**src/rtl/parking_billing_ctrl_pkg.sv**
```systemverilog
// Shared definitions for the parking billing controller and the per-car store.
package parking_billing_ctrl_pkg;

  localparam int TIME_W_DEF = 10;
  localparam int NUM_BAYS   = 3;

  // Sequencer states; IDLE is the only state in which requests are granted.
  typedef enum logic [2:0] {
    ST_IDLE,
    ST_ENT_WR,
    ST_EXT_RD,
    ST_EXT_CALC,
    ST_EXT_WR
  } state_t;

  // One-hot bay selects as seen by the store.
  localparam logic [NUM_BAYS-1:0] CAR1 = 3'b001;
  localparam logic [NUM_BAYS-1:0] CAR2 = 3'b010;
  localparam logic [NUM_BAYS-1:0] CAR3 = 3'b100;

  // Converts a one-hot bay select into a 0-based bay index.
  function automatic logic [1:0] onehot_to_idx(input logic [NUM_BAYS-1:0] oh);
    case (oh)
      CAR2:    return 2'd1;
      CAR3:    return 2'd2;
      default: return 2'd0;
    endcase
  endfunction

  // Fixed-priority pick: car1 beats car2 beats car3.
  function automatic logic [NUM_BAYS-1:0] pick_first(input logic [NUM_BAYS-1:0] v);
    if (v[0])      return CAR1;
    else if (v[1]) return CAR2;
    else if (v[2]) return CAR3;
    return '0;
  endfunction

endpackage

```
**src/rtl/parking_billing_ctrl_fee_calc.sv**
```systemverilog
// Fee arithmetic: wrap-around parking duration times rate, saturated at a ceiling.
module parking_billing_ctrl_fee_calc #(
  parameter int RATE     = 2,
  parameter int TIME_W   = 10,
  parameter int MAX_COST = 1023
) (
  input  logic [TIME_W-1:0] t_exit,
  input  logic [TIME_W-1:0] t_entry,
  output logic [TIME_W-1:0] cost
);

  localparam int PROD_W = TIME_W + 4;
  localparam logic [PROD_W-1:0] RATE_W = PROD_W'(RATE);
  localparam logic [PROD_W-1:0] CEIL_W = PROD_W'(MAX_COST);

  logic [TIME_W-1:0] dur;
  logic [PROD_W-1:0] prod;

  // Subtraction at TIME_W bits wraps naturally when the tick counter rolled over.
  always_comb begin
    dur  = t_exit - t_entry;
    prod = PROD_W'(dur) * RATE_W;
    cost = (prod > CEIL_W) ? CEIL_W[TIME_W-1:0] : prod[TIME_W-1:0];
  end

endmodule

```
**src/rtl/parking_billing_ctrl.sv**
```systemverilog
// Sequences entry/exit requests for three bays into store writes and fee reports.
module parking_billing_ctrl
  import parking_billing_ctrl_pkg::*;
#(
  parameter int RATE     = 2,
  parameter int TIME_W   = TIME_W_DEF,
  parameter int MAX_COST = 1023
) (
  input  logic                clk,
  input  logic                reset,
  input  logic [TIME_W-1:0]   time_now,
  input  logic [NUM_BAYS-1:0] entry_req,
  input  logic [NUM_BAYS-1:0] exit_req,
  input  logic [TIME_W-1:0]   entry_time_rd,
  output logic [NUM_BAYS-1:0] car_sel,
  output logic                write_entry,
  output logic                write_cost,
  output logic [TIME_W-1:0]   entry_time_wr,
  output logic [TIME_W-1:0]   cost_wr,
  output logic [NUM_BAYS-1:0] occupied,
  output logic                busy,
  output logic                fee_valid,
  output logic [TIME_W-1:0]   fee,
  output logic                req_err
);

  state_t              state_q, state_d;
  logic [NUM_BAYS-1:0] entry_pend_q, exit_pend_q;
  logic [NUM_BAYS-1:0] entry_clr, exit_clr;
  logic [NUM_BAYS-1:0] grant_oh;
  logic                grant_valid, grant_is_exit, grant_legal;
  logic [NUM_BAYS-1:0] car_sel_q, occupied_q;
  logic [TIME_W-1:0]   t_cap_q, entry_reg_q, cost_q, calc_cost;
  logic                req_err_q;

  // Arbitrate pending requests in IDLE and compute the next state.
  // NOTE: every variable gets a default first so no path leaves it unassigned (no latches).
  always_comb begin
    state_d       = state_q;
    grant_oh      = '0;
    grant_valid   = 1'b0;
    grant_is_exit = 1'b0;
    grant_legal   = 1'b0;
    entry_clr     = '0;
    exit_clr      = '0;

    if (state_q == ST_IDLE) begin
      if (|exit_pend_q) begin
        grant_valid   = 1'b1;
        grant_is_exit = 1'b1;
        grant_oh      = pick_first(exit_pend_q);
        grant_legal   = |(grant_oh & occupied_q);
        exit_clr      = grant_oh;
      end else if (|entry_pend_q) begin
        grant_valid   = 1'b1;
        grant_oh      = pick_first(entry_pend_q);
        grant_legal   = ~|(grant_oh & occupied_q);
        entry_clr     = grant_oh;
      end
    end

    case (state_q)
      ST_IDLE:     if (grant_valid && grant_legal)
                     state_d = grant_is_exit ? ST_EXT_RD : ST_ENT_WR;
      ST_ENT_WR:   state_d = ST_IDLE;
      ST_EXT_RD:   state_d = ST_EXT_CALC;
      ST_EXT_CALC: state_d = ST_EXT_WR;
      ST_EXT_WR:   state_d = ST_IDLE;
      default:     state_d = ST_IDLE;
    endcase
  end

  // State register.
  // NOTE: sequential state uses non-blocking assignments so all flops update together.
  always_ff @(posedge clk or negedge reset) begin
    if (!reset) state_q <= ST_IDLE;
    else        state_q <= state_d;
  end

  // Pending request capture; a grant clears its bit and swallows a same-cycle repeat.
  always_ff @(posedge clk or negedge reset) begin
    if (!reset) begin
      entry_pend_q <= '0;
      exit_pend_q  <= '0;
    end else begin
      entry_pend_q <= (entry_pend_q | entry_req) & ~entry_clr;
      exit_pend_q  <= (exit_pend_q  | exit_req)  & ~exit_clr;
    end
  end

  parking_billing_ctrl_fee_calc #(
    .RATE     (RATE),
    .TIME_W   (TIME_W),
    .MAX_COST (MAX_COST)
  ) u_fee_calc (
    .t_exit  (t_cap_q),
    .t_entry (entry_reg_q),
    .cost    (calc_cost)
  );

  // Datapath: latch bay and time at grant, read entry time, hold cost, track occupancy.
  // The cost register also drives the fee output, so the fee is already stable
  // during the fee_valid pulse and then holds until the next exit.
  always_ff @(posedge clk or negedge reset) begin
    if (!reset) begin
      car_sel_q   <= '0;
      t_cap_q     <= '0;
      entry_reg_q <= '0;
      cost_q      <= '0;
      occupied_q  <= '0;
      req_err_q   <= 1'b0;
    end else begin
      req_err_q <= grant_valid && !grant_legal;
      case (state_q)
        ST_IDLE: begin
          if (grant_valid && grant_legal) begin
            car_sel_q <= grant_oh;
            t_cap_q   <= time_now;
          end
        end
        ST_ENT_WR: begin
          occupied_q <= occupied_q | car_sel_q;
          car_sel_q  <= '0;
        end
        ST_EXT_RD:   entry_reg_q <= entry_time_rd;
        ST_EXT_CALC: cost_q      <= calc_cost;
        ST_EXT_WR: begin
          occupied_q <= occupied_q & ~car_sel_q;
          car_sel_q  <= '0;
        end
        default: ;
      endcase
    end
  end

  assign car_sel       = car_sel_q;
  assign write_entry   = (state_q == ST_ENT_WR);
  assign write_cost    = (state_q == ST_EXT_WR);
  assign fee_valid     = (state_q == ST_EXT_WR);
  assign entry_time_wr = t_cap_q;
  assign cost_wr       = cost_q;
  assign fee           = cost_q;
  assign occupied      = occupied_q;
  assign busy          = (state_q != ST_IDLE);
  assign req_err       = req_err_q;

endmodule

```
**config.mk**
```make
export PLATFORM = sky130hd
export DESIGN_NAME = parking_billing_ctrl
export DESIGN_NICKNAME = d
export VERILOG_FILES = /design/src/rtl/parking_billing_ctrl_pkg.sv /design/src/rtl/parking_billing_ctrl_fee_calc.sv /design/src/rtl/parking_billing_ctrl.sv
export SDC_FILE = /design/constraint.sdc
export NUM_CORES = 1
export LEC_CHECK = 0
export ABC_CLOCK_PERIOD_IN_PS = 2370
export CAP_MARGIN = 20
export CELL_PAD_IN_SITES_DETAIL_PLACEMENT = 0
export CELL_PAD_IN_SITES_GLOBAL_PLACEMENT = 1
export CORE_MARGIN = 5
export CORE_UTILIZATION = 36
export CTS_CLUSTER_SIZE = 30
export DETAILED_ROUTE_END_ITERATION = 8
export PLACE_DENSITY_LB_ADDON = 0.1
export SYNTH_ARGS = -nofsm -noshare
export SYNTH_HDL_FRONTEND = slang
export SYNTH_SLANG_ARGS = --single-unit
```
**constraint.sdc**
```tcl
create_clock -name clk -period 2.37 [get_ports clk]
set_clock_uncertainty 0.2 [all_clocks]
set_input_delay 0.5925 -clock clk [delete_from_list [all_inputs] [get_ports clk]]
set_output_delay 0.5925 -clock clk [all_outputs]
set_load 0.005 [all_outputs]
```
# Word-level counts from Yosys, hierarchy flattened
# Cells that the tools add are included.
dict set report word_totals {
  regBits 46
  latchBits 0
  ram_bits 0
  mem_bits_ro 0
  in_bits 28
  elab_cells 87
  n_memories 0
}
dict set report op_classes {
  n_addsub 1
  multipliers 0
  n_div 0
  order_cmp 1
  n_eq_ne 5
  shift 0
  mux 45
  bitwise_logic 11
  n_reduce_logical 15
}
# cell count
set op_table {}
lappend op_table {{two-way mux 3 bit} 21}
lappend op_table {{two-way mux 1 bit} 19}
lappend op_table {{bitwise AND 3 bit} 5}
lappend op_table {{case mux 3 bit (2 select lines)} 2}
lappend op_table {{OR reduction 3 bit} 4}
lappend op_table {{> comparator 11 x 10 -> 1 bit, second input constant} 1}
lappend op_table {{two-way mux 10 bit} 1}
lappend op_table {{subtractor 10 bit} 1}
lappend op_table {{NOT 3 bit} 3}
lappend op_table {{OR 3 bit} 3}
lappend op_table {{case mux 3 bit (3 select lines)} 1}
lappend op_table {{equality test 3 x 2 -> 1 bit, second input constant} 2}
lappend op_table {{AND reduction 2 bit} 2}
lappend op_table {{nonzero test 2 bit} 2}
lappend op_table {{equality test 3 x 1 -> 1 bit, second input constant} 1}
lappend op_table {{equality test 3 bit, second input constant} 1}
lappend op_table {{zero test 3 bit} 1}
lappend op_table {{nonzero test 3 bit} 1}
lappend op_table {{logical AND 1 bit} 2}
lappend op_table {{zero test 1 bit} 2}
lappend op_table {{two-way mux 2 bit} 1}
lappend op_table {{inequality test 2 x 1 -> 1 bit, second input constant} 1}
lappend op_table {{OR reduction 2 bit} 1}

# Longest topological paths before layout
# Gate-level depths: netlist of run 1.
dict set report depth {
  depth_word 19
  depth_mapped 9
}

# Hierarchy
# Synthesis of run 1 repeated with hierarchy kept, for this count alone.
dict set report hier_totals {
  hier_cells 246
  hier_area_um2 2511.2
}
# module instances cells_each area_each_um2
set modules_own_cells {}
lappend modules_own_cells {parking_billing_ctrl 1 173 1994.4}
lappend modules_own_cells {parking_billing_ctrl_fee_calc 1 73 516.7}

# Least setup slack after synthesis of run 1
# No wires, ideal clock.
dict set report synth_timing {
  kind {reg-to-reg}
  start {reg t_cap_q[4] (netlist: entry_time_wr[4])}
  end {reg cost_q[3] (netlist: cost_wr[3])}
  arrival_ns 1.778
  required_time_ns 2.029
  path_slack_ns 0.251
  path_stages_with_launch 8
  path_buffers 0
  cell_sequence {dfrtp_1 > ha_1 > a21o_1 > a31oi_1 > o21a_1 > o21ai_1 > xnor2_2 > a31oi_1}
}
dict set report synth_between {
  elab_chain_cells 3
}
# element line
set synth_rtl {}
lappend synth_rtl {{start: declaration} parking_billing_ctrl.sv:33} ;# logic [TIME_W-1:0] t_cap_q, entry_reg_q, cost_q, calc_cost;
lappend synth_rtl {{start signal: assignment} parking_billing_ctrl.sv:118} ;# t_cap_q <= time_now;
lappend synth_rtl {{subtractor 10 bit} parking_billing_ctrl_fee_calc.sv:21} ;# dur = t_exit - t_entry;
lappend synth_rtl {{> comparator 11 x 10 -> 1 bit} parking_billing_ctrl_fee_calc.sv:23} ;# cost = (prod > CEIL_W) ? CEIL_W[TIME_W-1:0] : prod[TIME_W-1:0];
lappend synth_rtl {{two-way mux 10 bit} parking_billing_ctrl_fee_calc.sv:23}
lappend synth_rtl {{end signal: assignment} parking_billing_ctrl.sv:126} ;# ST_EXT_CALC: cost_q <= calc_cost;
lappend synth_rtl {{end: declaration} parking_billing_ctrl.sv:33}
# Every way passes these cells.
# A chain may end at the register's enable or synchronous reset.

# Worst setup path after layout of run 1
dict set report layout_timing {
  start {reg state_q[1]}
  end {out write_cost}
}
dict set report layout_between {
  elab_chain_cells 1
}
# element line
set layout_rtl {}
lappend layout_rtl {{start: declaration} parking_billing_ctrl.sv:27} ;# state_t state_q, state_d;
lappend layout_rtl {{start signal: assignment} parking_billing_ctrl.sv:77} ;# else state_q <= state_d;
lappend layout_rtl {{equality test 3 bit} parking_billing_ctrl.sv:138} ;# assign write_cost = (state_q == ST_EXT_WR);
lappend layout_rtl {{end: declaration} parking_billing_ctrl.sv:17} ;# output logic write_cost,
# Every way passes these cells.

==> flow_summary.yaml, run 1 <==
route:
  dr.pass1.iters: 4
  wl_um: 5600
  via_count: 1825
  wl_per_cell_um: 14.9
  drtIter0Drc: 46
  viasPerCell: 4.85
  drc: 0
  ant_nets: 0
floorplanning:
  io_pins: 69
  start_util: 0.368
  die-area_sq_um: 8160
  coreArea_sq_um: 6310
  num_rows: 29
  die_y_um: 90.3
  die_w_um: 90.3
setup_path:
  startpoint_type: "register"
  regToRegStartpoint: "entry_time_wr[1]"
  cp_max_fo: 5
  rrSetupSlack_ns: 0.16
  reg2regPathDepth: 8
  criticalPathCategory: "reg -> out"
  worst-path-buf-inv: 3
  crit_required_ns: 1.58
  arrival_ns: 1.51
  path_cells: "buf_4, nor3b_2, buf_4, dlygate4sd2_1"
  critPathMaxStageDelay_ns: 0.47
  critPathCaptureType: "output pin"
  crit_top_cell: "buf_4"
  critical-path-top-delay-family: "buffers and inverters"
  crit_slowest_cell: "dfrtp_2"
  reg2reg_to: "cost_wr[4]"
sta:
  worst_pin_slew_ns: 0.694
  post-route-period-util: 0.971
  hold_violations: 0
  fin_crit_ns: 2.30
  rsz0062_at_grt: "no"
  max-slew-margin-rel: 0.538
  fin_setup_tns_ns: 0
  max_freq_ghz: 0.435
  drv_slew: 0
  setup_viol: 0
place:
  dp_hpwl_um: 4210
  gp_routability_congestion: 0.746
  port_buffers: 68
global_routing:
  grt_use_total: 0.141
  grt_max_degree: 21
  grt_pass1_vias: 1841
  grt_overflow: 0
  grt_antenna_before_repair: 0
  grt_pass1_wl_um: 9340
synthesis:
  yosysUniqueCellTypes: 37
  yosys.area.top_type: "dfrtp_1"
  syn_area_sq_um: 2320
  ys_seq_elements: 46
  synthTopCellsByArea: "dfrtp_1 (50%), ha_1 (4.8%), mux2_2 (4.8%)"
  yosys-top-cells-count: "dfrtp_1 (46), nor2_1 (21), nand2_1 (18)"
  synth_most_common_cell: "dfrtp_1"
  synth-edff-count: 0
  synth_warnings: 0
  syn_inst: 224
  ys_async_sr_fraction: 1.00
  syn_nets: 262
  ys.flop_type: "dfrtp_1"
  syn_area_per_cell_sq_um: 10.4
  synth_top_area_share: 0.495
  yosysSeqAreaShare: 0.495
layout:
  utilization: 0.510
  layout-drive-gt1-share: 0.157
  num-nets-final: 336
  antenna_cells: 0
  areaGrowthSynthToFinish_pct: 38.6
pwr:
  total_power_mw: 4.77
  peakVddDrop_mv: 0.655
  powerDensity_nw_per_um2: 1480
  p_leak_nw: 1.41
clock_tree:
  cts_tree: "yes"
  cts_max_level: 2
  numCtsBuffers: 5
  cts_hold_buf: 0
  cts.sinks: 46
  clkSlewWorstSetupHoldPaths_ns: 0.09
  clockBufferDepth: 2
  clk_latency_ns: 0.30
  clockRootBuffer: "clkbuf_8"
run_status:
  status: "finished clean"
job:
  maxCapViolations: 0
worst_hold_path:
  hold_path.class: "in -> async"
## repair_timing
item,CTS,global route
setup endpoints to repair,4,2
buffers inserted,2,5
resized for setup,8,4
## cell usage in the layout (no fill, tap or decap), drive strengths merged, types with 2 or more instances in the layout
cell type       n
nor3b           5
dfrtp          46
ha              9
mux2i           2
nand2b          4
buf            18
o21ai          16
xnor2           6
nor2b           3
a21oi          11
a22o            3
a211oi          2
dlygate4sd2     2
nor3            5
nor2           21
clkbuf          7
a31oi          13
dlymetal6s2s    2
and3b           2
xor2            3
clkdlybuf4s50  63
o21a            2
mux2           10
nand2          18
inv            15
## area by class of cell
class / count / area (sq um)
well taps: 77 / 96.3
multi-input cells: 145 / 1020
flip-flops and latches: 46 / 1150
fillers: 639 / 3090
inverters: 15 / 56.3
repair buffers: 85 / 806
clock buffers: 7 / 86.3
clock inverters: 1 / 5.00
## how the worst max path moves through the flow
stage | startpoint | to | slack (ns) | cells past startpoint
floorplan | entry_time_wr[4] | cost_wr[3] | 0.25 | 7
global placement | entry_time_wr[1] | cost_wr[6] | 0.20 | 8
detailed placement | entry_time_wr[1] | cost_wr[7] | 0.16 | 8
CTS | state_q[1] | busy | 0.02 | 3
global route | state_q[1] | write_cost | 0.01 | 4
finish | state_q[1] | write_cost | 0.07 | 4
## flip-flops by register name (all words and copies together), names as in the netlist, named ones only
signal         flops
exit_pend_q        3
req_err            1
car_sel            3
state_q            3
cost_wr           10
entry_reg_q       10
entry_time_wr     10
entry_pend_q       3
## kinds of logic (layout without fill, tap and decap cells)
group                      after synthesis  in the layout  share of synthesized area
muxes                                   12             12                     0.0571
adders and majority gates               10             10                     0.0571
DFF                                     46             46                      0.495
and+or+nand+nor                         61             61                      0.131
xor gates and xnor gates                 9              9                     0.0372
AOI/OAI and AO/OA                       53             53                      0.143
buffers and inverters                   33            108                     0.0792
## metrics by stage
stage	hold WS, ns	cell area (sq um)	worst slack [ns]	std cells
2_1_floorplan	0.0969	2320	0.251	224
3_3_place_gp	0.295	3040	0.203	361
3_5_place_dp	0.305	3040	0.159	361
4_1_cts	0.0342	3170	0.0173	371
5_1_grt	0.0489	3220	0.0120	376
6_report	0.0287	3220	0.0692	376
## routing by layer
metal / vias to the layer above / global-route usage / wire length (um)
met5: - / 0 / 0
met4: 0 / 0.0409 / 44
met3: 5 / 0.0400 / 359
met2: 44 / 0.205 / 2410
met1: 859 / 0.202 / 2780
li1: 917 / - / -
## where the power goes
part	total, mW	switching (mW)	internal, mW
Combinational	2.83	1.29	1.54
Sequential	1.44	0.305	1.14
Clock	0.501	0.265	0.236
Power figures use the tool's default switching activity.
==> run 2, diff against run 1 <==
ABC_CLOCK_PERIOD_IN_PS = 2600   (was 2370)
clock period = 2.6 ns   (was 2.37 ns; I/O delays follow)
==> run 2 against run 1 <==
  * Setup slack better by 0.034 ns
  * Cell count is 2.9% lower
  * Sequential power is 9% lower
  * Critical path type unchanged
==> flow_summary.yaml, run 2 (same netlist as run 1, synthesis figures left out) <==
pwr:
  total_power_mw: 4.15
  powerDensity_nw_per_um2: 1340
  p_leak_nw: 1.32
  peakVddDrop_mv: 0.511
clock_tree:
  cts_setup_buffers: 0
  cts.sinks: 46
  numCtsBuffers: 5
  clockBufferDepth: 2
  cts_max_level: 2
  clkSlewWorstSetupHoldPaths_ns: 0.08
  cts_hold_buf: 0
  clockRootBuffer: "clkbuf_8"
  clk_latency_ns: 0.29
  cts_tree: "yes"
job:
  maxCapViolations: 0
setup_path:
  regToRegStartpoint: "entry_time_wr[4]"
  startpoint_type: "register"
  crit_required_ns: 1.75
  critPathCaptureType: "output pin"
  arrival_ns: 1.65
  rrSetupSlack_ns: 0.26
  reg2reg_to: "cost_wr[6]"
  crit_end: "write_cost"
  reg2regPathDepth: 7
  criticalPathCategory: "reg -> out"
  cp_max_fo: 7
  crit_start: "state_q[1]"
run_status:
  status: "finished clean"
layout:
  areaGrowthSynthToFinish_pct: 33.6
  antenna_cells: 0
  multi_input_area_sq_um: 993
  num-nets-final: 326
  layout_commonest_cell: "clkdlybuf4s50_1"
  fillCellCount: 628
  layout-drive-gt1-share: 0.111
  area.sequential_sq_um: 1150
  final_cell_mix: "clkdlybuf4s50_1 (67), dfrtp_1 (44), nor2_1 (21)"
  utilization: 0.492
route:
  dr.pass1.iters: 4
  drc: 0
  wl_um: 5220
  viasPerCell: 4.88
  ant_nets: 0
  drtIter0Drc: 42
  via_count: 1780
  wl_per_cell_um: 14.3
sta:
  hold_violations: 0
  drv_slew: 0
  max_freq_ghz: 0.401
  fin_crit_ns: 2.50
  worst_pin_slew_ns: 0.654
  rsz0062_at_grt: "no"
  hold_ws_ns: 0.241
  post-route-period-util: 0.960
  setup_ws_ns: 0.103
  max-slew-margin-rel: 0.564
  setup_viol: 0
  fin_setup_tns_ns: 0
global_routing:
  grt_max_degree: 47
  grt_use_total: 0.135
  grt_overflow: 0
  grt_pass1_vias: 1784
  grt_antenna_before_repair: 0
  grt_pass1_wl_um: 9010
floorplanning:
  start_util: 0.368
  coreArea_sq_um: 6310
  num_rows: 29
  die-area_sq_um: 8160
  io_pins: 69
  die_y_um: 90.3
  die_w_um: 90.3
place:
  gp_routability_congestion: 0.724
  port_buffers: 68
  dp_hpwl_um: 3940
  post-place-ws_ns: 0.230
worst_hold_path:
  hold_path.class: "in -> async"
==> run 2: cell count changes in the layout (fill, tap and decap cells not counted), sizes merged <==
cell	before	now
clkinv	1	0
dlygate4sd2	2	0
clkdlybuf4s50	63	67
dlymetal6s2s	2	0
buf	18	8
==> run 2: metrics by stage <==
step	cells	instance area, sq um
3_3_place_gp	358	3020
3_5_place_dp	358	3020
2_1_floorplan	224	2320
4_1_cts	365	3100
5_1_grt	365	3100
6_report	365	3100
==> run 2: metal layers <==
metal  vias up  wire [um]  GRT usage
li1        888          -          -
met1       843       2620      0.191
met2        44       2150      0.195
met3         5        397     0.0500
met4         0         52     0.0335
met5         -          0          0
==> run 2: worst max-delay path, stage by stage (launching register included) <==
cell	delay, ns
dfrtp_1	0.45
nor3b_1	0.22
buf_4	0.17
clkdlybuf4s50_1	0.51
==> run 2: how the worst min path moves through the flow <==
| stage | startpoint | end | cells past startpoint |
|---|---|---|---|
| floorplan | reset | async pin | 0 |
| global placement | entry_reg_q[0] | entry_reg_q[0] | 1 |
| detailed placement | entry_reg_q[0] | entry_reg_q[0] | 1 |
| CTS | reset | entry_reg_q[8] | 2 |
| global route | reset | entry_reg_q[8] | 2 |
| finish | reset | entry_reg_q[8] | 2 |
==> run 2: layout make-up <==
class | count | share of cell area
multi-input cells | 145 | 0.320
flip-flops and latches | 46 | 0.372
well taps | 77 | 0.0310
clock buffers | 7 | 0.0246
inverters | 15 | 0.0181
repair buffers | 75 | 0.235
==> run 2: report_power, final <==
group          total, mW  internal (mW)  switching (mW)
clock network      0.408          0.185           0.223
registers           1.31           1.04           0.276
logic               2.43           1.30            1.14
total               4.15           2.52            1.64
==> run 2: timing repair <==
action | in CTS | in global routing
gates resized for setup | 0 | 3
setup endpoints to repair | 0 | 5
endpoints found under the hold margin | 0 | 0
